--- config.mk ---
export PLATFORM = sky130hd
export DESIGN_NAME = mem_arbiter_flat
export DESIGN_NICKNAME = d
export VERILOG_FILES = /design/src/rtl/mem_arbiter_pkg.sv /design/src/rtl/mem_arbiter_if.sv /design/src/rtl/mem_arbiter_arb_priority.sv /design/src/rtl/mem_arbiter.sv /design/src/flat_wrapper.sv
export SDC_FILE = /design/constraint.sdc
export NUM_CORES = 1
export LEC_CHECK = 0
export CAP_MARGIN = 20
export CORE_AREA = 2 2 131 133
export CTS_BUF_LIST = sky130_fd_sc_hd__clkbuf_4
export CTS_CLUSTER_DIAMETER = 30
export DETAILED_ROUTE_END_ITERATION = 6
export DIE_AREA = 0 0 133 135
export DONT_BUFFER_PORTS = 1
export GPL_TIMING_DRIVEN = 0
export PLACE_DENSITY = 0.66
export SYNTH_ARGS = -nofsm -noshare
export SYNTH_HDL_FRONTEND = slang
export SYNTH_SLANG_ARGS = --single-unit
--- constraint.sdc ---
create_clock -name clock -period 4.3 [get_ports clock]
set_input_delay 0.43 -clock clock [delete_from_list [all_inputs] [get_ports clock]]
set_output_delay 0.43 -clock clock [all_outputs]
set_load 0.02 [all_outputs]
--- src/rtl/mem_arbiter_pkg.sv ---
// Shared types for the unified-memory arbiter: sequencer states, grant ids
// and the requester count that sizes the per-requester vectors.
package mem_arbiter_pkg;

    localparam int NUM_REQ = 3;

    typedef enum logic {
        IDLE,
        ACCESS
    } arb_state_t;

    // Values double as indices into the per-requester vectors.
    typedef enum logic [1:0] {
        GRANT_DATA  = 2'd0,
        GRANT_FETCH = 2'd1,
        GRANT_DEBUG = 2'd2
    } arb_grant_t;

endpackage

--- src/rtl/mem_arbiter_if.sv ---
// Requester and memory-side signals of the arbiter. The slave modport is the
// arbiter's view; master is the datapath/memory side that drives it.
interface mem_arbiter_if #(
    parameter int ADDR_W = 32,
    parameter int DATA_W = 32
);
    logic              f_req;
    logic [ADDR_W-1:0] f_addr;
    logic [DATA_W-1:0] f_rdata;
    logic              f_ack;

    logic              d_req;
    logic              d_we;
    logic [ADDR_W-1:0] d_addr;
    logic [DATA_W-1:0] d_wdata;
    logic [DATA_W-1:0] d_rdata;
    logic              d_ack;

    logic              dbg_req;
    logic [ADDR_W-1:0] dbg_addr;
    logic [DATA_W-1:0] dbg_rdata;
    logic              dbg_ack;

    logic              mem_req;
    logic              mem_we;
    logic [ADDR_W-1:0] mem_addr;
    logic [DATA_W-1:0] mem_wd;
    logic [DATA_W-1:0] mem_rd;
    logic              mem_ready;

    logic              stall;

    modport slave (
        input  f_req, f_addr, d_req, d_we, d_addr, d_wdata, dbg_req, dbg_addr,
               mem_rd, mem_ready,
        output f_rdata, f_ack, d_rdata, d_ack, dbg_rdata, dbg_ack,
               mem_req, mem_we, mem_addr, mem_wd, stall
    );

    modport master (
        output f_req, f_addr, d_req, d_we, d_addr, d_wdata, dbg_req, dbg_addr,
               mem_rd, mem_ready,
        input  f_rdata, f_ack, d_rdata, d_ack, dbg_rdata, dbg_ack,
               mem_req, mem_we, mem_addr, mem_wd, stall
    );
endinterface

--- src/rtl/mem_arbiter_arb_priority.sv ---
// Combinational grant picker: data > fetch > debug, except a starved debug
// request jumps the queue.
module arb_priority
    import mem_arbiter_pkg::*;
(
    input  logic [NUM_REQ-1:0] elig,
    input  logic               starve,
    output arb_grant_t         grant,
    output logic               valid
);

    always_comb begin
        valid = |elig;
        grant = GRANT_DATA;
        if (starve && elig[GRANT_DEBUG])
            grant = GRANT_DEBUG;
        else if (elig[GRANT_DATA])
            grant = GRANT_DATA;
        else if (elig[GRANT_FETCH])
            grant = GRANT_FETCH;
        else if (elig[GRANT_DEBUG])
            grant = GRANT_DEBUG;
    end

endmodule

--- src/rtl/mem_arbiter.sv ---
// Serialises fetch, data and debug accesses onto one memory port with an
// IDLE/ACCESS sequencer, registered read data and one-cycle acks.
module mem_arbiter
    import mem_arbiter_pkg::*;
#(
    parameter int ADDR_W     = 32,
    parameter int DATA_W     = 32,
    parameter int STARVE_MAX = 8
) (
    input  logic   clock,
    input  logic   reset,
    mem_arbiter_if.slave bus
);

    localparam int             CW         = $clog2(STARVE_MAX + 1);
    localparam logic [CW-1:0]  STARVE_TOP = CW'(STARVE_MAX);

    arb_state_t                       state_q, state_d;
    arb_grant_t                       grant_q, grant_d;
    logic                             mem_req_q, mem_req_d;
    logic                             mem_we_q, mem_we_d;
    logic [ADDR_W-1:0]                mem_addr_q, mem_addr_d;
    logic [DATA_W-1:0]                mem_wd_q, mem_wd_d;
    logic [NUM_REQ-1:0]               ack_q, ack_d;
    logic [NUM_REQ-1:0][DATA_W-1:0]   rdata_q, rdata_d;
    logic [CW-1:0]                    starve_q, starve_d;

    logic [NUM_REQ-1:0] req, elig;
    arb_grant_t         pick;
    logic               pick_vld;

    assign req  = {bus.dbg_req, bus.f_req, bus.d_req};
    // A requester whose ack is out this cycle is still holding req high.
    assign elig = req & ~ack_q;

    arb_priority u_prio (
        .elig   (elig),
        .starve (starve_q == STARVE_TOP),
        .grant  (pick),
        .valid  (pick_vld)
    );

    always_comb begin
        state_d    = state_q;
        grant_d    = grant_q;
        mem_req_d  = mem_req_q;
        mem_we_d   = mem_we_q;
        mem_addr_d = mem_addr_q;
        mem_wd_d   = mem_wd_q;
        ack_d      = '0;
        rdata_d    = rdata_q;
        starve_d   = starve_q;

        case (state_q)
            IDLE: begin
                if (pick_vld) begin
                    state_d   = ACCESS;
                    grant_d   = pick;
                    mem_req_d = 1'b1;
                    mem_we_d  = (pick == GRANT_DATA) && bus.d_we;
                    mem_wd_d  = (pick == GRANT_DATA) ? bus.d_wdata : '0;
                    case (pick)
                        GRANT_DATA:  mem_addr_d = bus.d_addr;
                        GRANT_FETCH: mem_addr_d = bus.f_addr;
                        default:     mem_addr_d = bus.dbg_addr;
                    endcase
                    if (pick == GRANT_DEBUG)
                        starve_d = '0;
                    else if (bus.dbg_req && starve_q != STARVE_TOP)
                        starve_d = starve_q + CW'(1);
                end
            end
            ACCESS: begin
                if (bus.mem_ready) begin
                    state_d          = IDLE;
                    mem_req_d        = 1'b0;
                    mem_we_d         = 1'b0;
                    rdata_d[grant_q] = bus.mem_rd;
                    ack_d[grant_q]   = 1'b1;
                end
            end
            default: state_d = IDLE;
        endcase
    end

    always_ff @(posedge clock) begin
        if (reset) begin
            state_q    <= IDLE;
            grant_q    <= GRANT_DATA;
            mem_req_q  <= 1'b0;
            mem_we_q   <= 1'b0;
            mem_addr_q <= '0;
            mem_wd_q   <= '0;
            ack_q      <= '0;
            rdata_q    <= '0;
            starve_q   <= '0;
        end else begin
            state_q    <= state_d;
            grant_q    <= grant_d;
            mem_req_q  <= mem_req_d;
            mem_we_q   <= mem_we_d;
            mem_addr_q <= mem_addr_d;
            mem_wd_q   <= mem_wd_d;
            ack_q      <= ack_d;
            rdata_q    <= rdata_d;
            starve_q   <= starve_d;
        end
    end

    assign bus.mem_req   = mem_req_q;
    assign bus.mem_we    = mem_we_q;
    assign bus.mem_addr  = mem_addr_q;
    assign bus.mem_wd    = mem_wd_q;
    assign bus.d_ack     = ack_q[GRANT_DATA];
    assign bus.f_ack     = ack_q[GRANT_FETCH];
    assign bus.dbg_ack   = ack_q[GRANT_DEBUG];
    assign bus.d_rdata   = rdata_q[GRANT_DATA];
    assign bus.f_rdata   = rdata_q[GRANT_FETCH];
    assign bus.dbg_rdata = rdata_q[GRANT_DEBUG];
    assign bus.stall     = (bus.f_req & ~bus.f_ack) | (bus.d_req & ~bus.d_ack);

endmodule
--- src/flat_wrapper.sv ---
// flat-port wrapper written by rule: the top's interface ports become plain ports
module mem_arbiter_flat import mem_arbiter_pkg::*;
#(
    parameter int ADDR_W     = 32,
    parameter int DATA_W     = 32,
    parameter int STARVE_MAX = 8
)
  (clock, reset, bus_f_req, bus_f_addr, bus_d_req, bus_d_we, bus_d_addr, bus_d_wdata, bus_dbg_req, bus_dbg_addr, bus_mem_rd, bus_mem_ready, bus_f_rdata, bus_f_ack, bus_d_rdata, bus_d_ack, bus_dbg_rdata, bus_dbg_ack, bus_mem_req, bus_mem_we, bus_mem_addr, bus_mem_wd, bus_stall);
  mem_arbiter_if #(.ADDR_W(ADDR_W), .DATA_W(DATA_W)) bus_i ();
  input  logic clock;
  input  logic reset;
  input wire logic [$bits(bus_i.f_req)-1:0] bus_f_req;
  input wire logic [$bits(bus_i.f_addr)-1:0] bus_f_addr;
  input wire logic [$bits(bus_i.d_req)-1:0] bus_d_req;
  input wire logic [$bits(bus_i.d_we)-1:0] bus_d_we;
  input wire logic [$bits(bus_i.d_addr)-1:0] bus_d_addr;
  input wire logic [$bits(bus_i.d_wdata)-1:0] bus_d_wdata;
  input wire logic [$bits(bus_i.dbg_req)-1:0] bus_dbg_req;
  input wire logic [$bits(bus_i.dbg_addr)-1:0] bus_dbg_addr;
  input wire logic [$bits(bus_i.mem_rd)-1:0] bus_mem_rd;
  input wire logic [$bits(bus_i.mem_ready)-1:0] bus_mem_ready;
  output wire logic [$bits(bus_i.f_rdata)-1:0] bus_f_rdata;
  output wire logic [$bits(bus_i.f_ack)-1:0] bus_f_ack;
  output wire logic [$bits(bus_i.d_rdata)-1:0] bus_d_rdata;
  output wire logic [$bits(bus_i.d_ack)-1:0] bus_d_ack;
  output wire logic [$bits(bus_i.dbg_rdata)-1:0] bus_dbg_rdata;
  output wire logic [$bits(bus_i.dbg_ack)-1:0] bus_dbg_ack;
  output wire logic [$bits(bus_i.mem_req)-1:0] bus_mem_req;
  output wire logic [$bits(bus_i.mem_we)-1:0] bus_mem_we;
  output wire logic [$bits(bus_i.mem_addr)-1:0] bus_mem_addr;
  output wire logic [$bits(bus_i.mem_wd)-1:0] bus_mem_wd;
  output wire logic [$bits(bus_i.stall)-1:0] bus_stall;
  assign bus_i.f_req = bus_f_req;
  assign bus_i.f_addr = bus_f_addr;
  assign bus_i.d_req = bus_d_req;
  assign bus_i.d_we = bus_d_we;
  assign bus_i.d_addr = bus_d_addr;
  assign bus_i.d_wdata = bus_d_wdata;
  assign bus_i.dbg_req = bus_dbg_req;
  assign bus_i.dbg_addr = bus_dbg_addr;
  assign bus_i.mem_rd = bus_mem_rd;
  assign bus_i.mem_ready = bus_mem_ready;
  assign bus_f_rdata = bus_i.f_rdata;
  assign bus_f_ack = bus_i.f_ack;
  assign bus_d_rdata = bus_i.d_rdata;
  assign bus_d_ack = bus_i.d_ack;
  assign bus_dbg_rdata = bus_i.dbg_rdata;
  assign bus_dbg_ack = bus_i.dbg_ack;
  assign bus_mem_req = bus_i.mem_req;
  assign bus_mem_we = bus_i.mem_we;
  assign bus_mem_addr = bus_i.mem_addr;
  assign bus_mem_wd = bus_i.mem_wd;
  assign bus_stall = bus_i.stall;
  mem_arbiter #(.ADDR_W(ADDR_W), .DATA_W(DATA_W), .STARVE_MAX(STARVE_MAX)) u_core (.clock(clock), .reset(reset), .bus(bus_i));
endmodule
==> reports/results.ini <==
[drt]
dr_total_vias = 6540
wl_per_cell_um = 20.49
drt-initial-drc-count = 343
wl_mm = 23.38
ant_nets = 0
drc = 0
post_drt_via_cell_ratio = 5.732
drtPass1Iterations = 6

[yosys]
synth_warnings = 0
yosysTopAreaCell = dfxtp_1
netlist_area_mm2 = 0.006779
syn_nets = 992
postSynthCellCount = 823
synth-async-reset-ratio_pct = 0
ys_types = 37
synth_seq_cells = 172
synth_area_leaders = dfxtp_1 51%, nand2_1 11%, a21oi_1 7.5%, a221oi_1 4.3%, o31ai_1 3.9%
synth-edff-count = 0
synth_commonest_cells = 198 x nand2_1, 172 x dfxtp_1, 102 x a21oi_1
synth_top_area_share_pct = 50.79
syn_avg_cell_area_um2 = 8.237
synth_flop_cell = dfxtp_1
yosysMostFrequentCell = nand2_1
synth.yosys.seq_area_share_pct = 50.79

[clock_tree]
cts_buffers = 17
cts_root_buf = clkbuf_4
path_clk_slew_ns = 0.15
cts_resized = 0
numClockSinks = 172
htree_levels = 4
clock_latency_ns = 0.59
clock_path_buffers = 2
cts_tree = built

[global_route]
track_usage_pct = 25.10
grt_max_degree = 17
overflow = 0
first_global_vias = 6293
antenna_found_initial = 1
grt_pass1_wl_mm = 35.19

[floorplanning]
die-area_mm2 = 0.01796
initial_utilization_pct = 41.32
io_pins = 333
core_area_mm2 = 0.01641
row_count = 47
die_w_um = 133
die_h_um = 135

[sta]
finalClockSkew_ns = 0.02636
period_share_pct = 56.07
slew_violations = 0
setup_viol = 0
setup_tns_ns = 0
relSlewSlack_pct = 60.69
rsz0062_at_grt = false
whs_ns = 0.05885
finalCriticalPeriod_ns = 2.411
worst_pin_slew_ns = 0.5852
finalHoldViolCount = 0
fmaxAchievable_ghz = 0.4148

[power_and_ir_drop]
ir_drop_uv = 199.6
p_leak_nw = 2.789
p_per_area_mw_per_mm2 = 380.2

[worst_setup_path]
worst-setup-path-type = reg -> reg
crit_path_max_fanout = 10
arrival_ns = 2.88
required_ns = 4.77
critPathLaunchType = flip-flop
end_kind = flip-flop

[layout]
drive_gt1_share_pct = 6.087
final_util_pct = 48.54
postLayoutCellArea_mm2 = 0.007964
area_growth_pct = 17.48
nets = 1077

[place]
dp_hpwl_mm = 16.55
io_buffer_count = 0
dpl_cell_area_mm2 = 0.007054
place.gp.congestion = 0.9076

[worst_hold_path]
min_path_type = in -> reg

[run_status]
outcome = completed

[flow_run]
maxCapViolCount = 0

flip-flops by register name, indices dropped and copies added, names as in the netlist:
name	count
u_core.grant_q	2
u_core.bus.mem_req	1
u_core.state_q	1
u_core.bus.mem_we	1
u_core.bus.mem_wd	32
u_core.starve_q	4
u_core.bus.f_rdata	32
u_core.ack_q	3
u_core.bus.dbg_rdata	32
u_core.bus.mem_addr	32
u_core.bus.d_rdata	32
critical path, stage by stage (launching register included):
cell and delay, ns:
dfxtp_1 0.55, nand2b_1 0.23, buf_4 0.20, nand2_1 0.26, o21ai_1 0.47, clkbuf_1 0.41, o31ai_1 0.18
path summary, 6_finish.rpt:
kind / start / end / slack [ns] / cells after the start
min reg2reg: u_core.starve_q[2] / u_core.starve_q[2] / 0.55 / 2
max: u_core.ack_q[0] / u_core.bus.mem_addr[13] / 1.89 / 6
max reg2reg: u_core.ack_q[0] / u_core.bus.mem_addr[13] / 1.89 / 6
min: bus_dbg_addr[25] / u_core.bus.mem_addr[25] / 0.06 / 2
cells in the final DEF, fill, tap and decap left out, types with 35 or more instances in the layout:
cell / netlist / layout
dlygate4sd3_1: 0 / 66
clkbuf_1: 52 / 52
nor2_1: 38 / 38
dfxtp_1: 172 / 172
a21oi_1: 102 / 102
o31ai_1: 35 / 35
nor3_1: 35 / 35
nand2_1: 198 / 198
report_power, final:
part | total, mW | switching, mW | internal (mW)
clock network | 0.869 | 0.613 | 0.256
registers | 1.80 | 0.136 | 1.66
logic | 0.360 | 0.219 | 0.141
per-stage QoR:
| stage | power (mW) | std cells | setup WS [ns] |
|---|---|---|---|
| 2_1_floorplan | 2.032 | 823 | 2.557 |
| 3_3_place_gp | 2.125 | 1043 | 1.906 |
| 3_5_place_dp | 2.129 | 1043 | 1.926 |
| 4_1_cts | 3.043 | 1140 | 1.882 |
| 5_1_grt | 3.148 | 1141 | 1.753 |
| 6_report | 3.028 | 1141 | 1.889 |
timing repair:
action	4_1_cts	5_1_grt
setup buffers	0	0
endpoints found under the hold margin	130	0
hold buffers	66	0
endpoints found under the setup margin	0	0
layer usage:
metal,share of wire [%],global-route usage (%),wire [um],vias to the layer above
li1,-,-,-,3077
met1,38,29.32,8929,3078
met2,49,41.62,11360,338
met3,10,9.610,2453,47
met4,2.7,10.16,634,0
met5,0,0,0,-
final cells by class:
type,instances,area (um^2)
fillers,1612,8443
flip-flops and latches,172,3443
multi-input cells,570,2990
repair buffers,66,660.6
plain buffers,76,326.6
well taps,220,275.3
clock buffers,19,142.6
clock inverters,12,103.9
inverters,5,18.77
diodes,1,2.502
cell families after synthesis:
| kind of cell | synth area share (%) |
|---|---|
| DFF | 50.79 |
| buffers and inverters | 5.094 |
| and+or+nand+nor | 23.26 |
| adders and majority gates | 0.3691 |
| AOI/OAI and AO/OA | 20.49 |
Power figures use the tool's default switching activity.
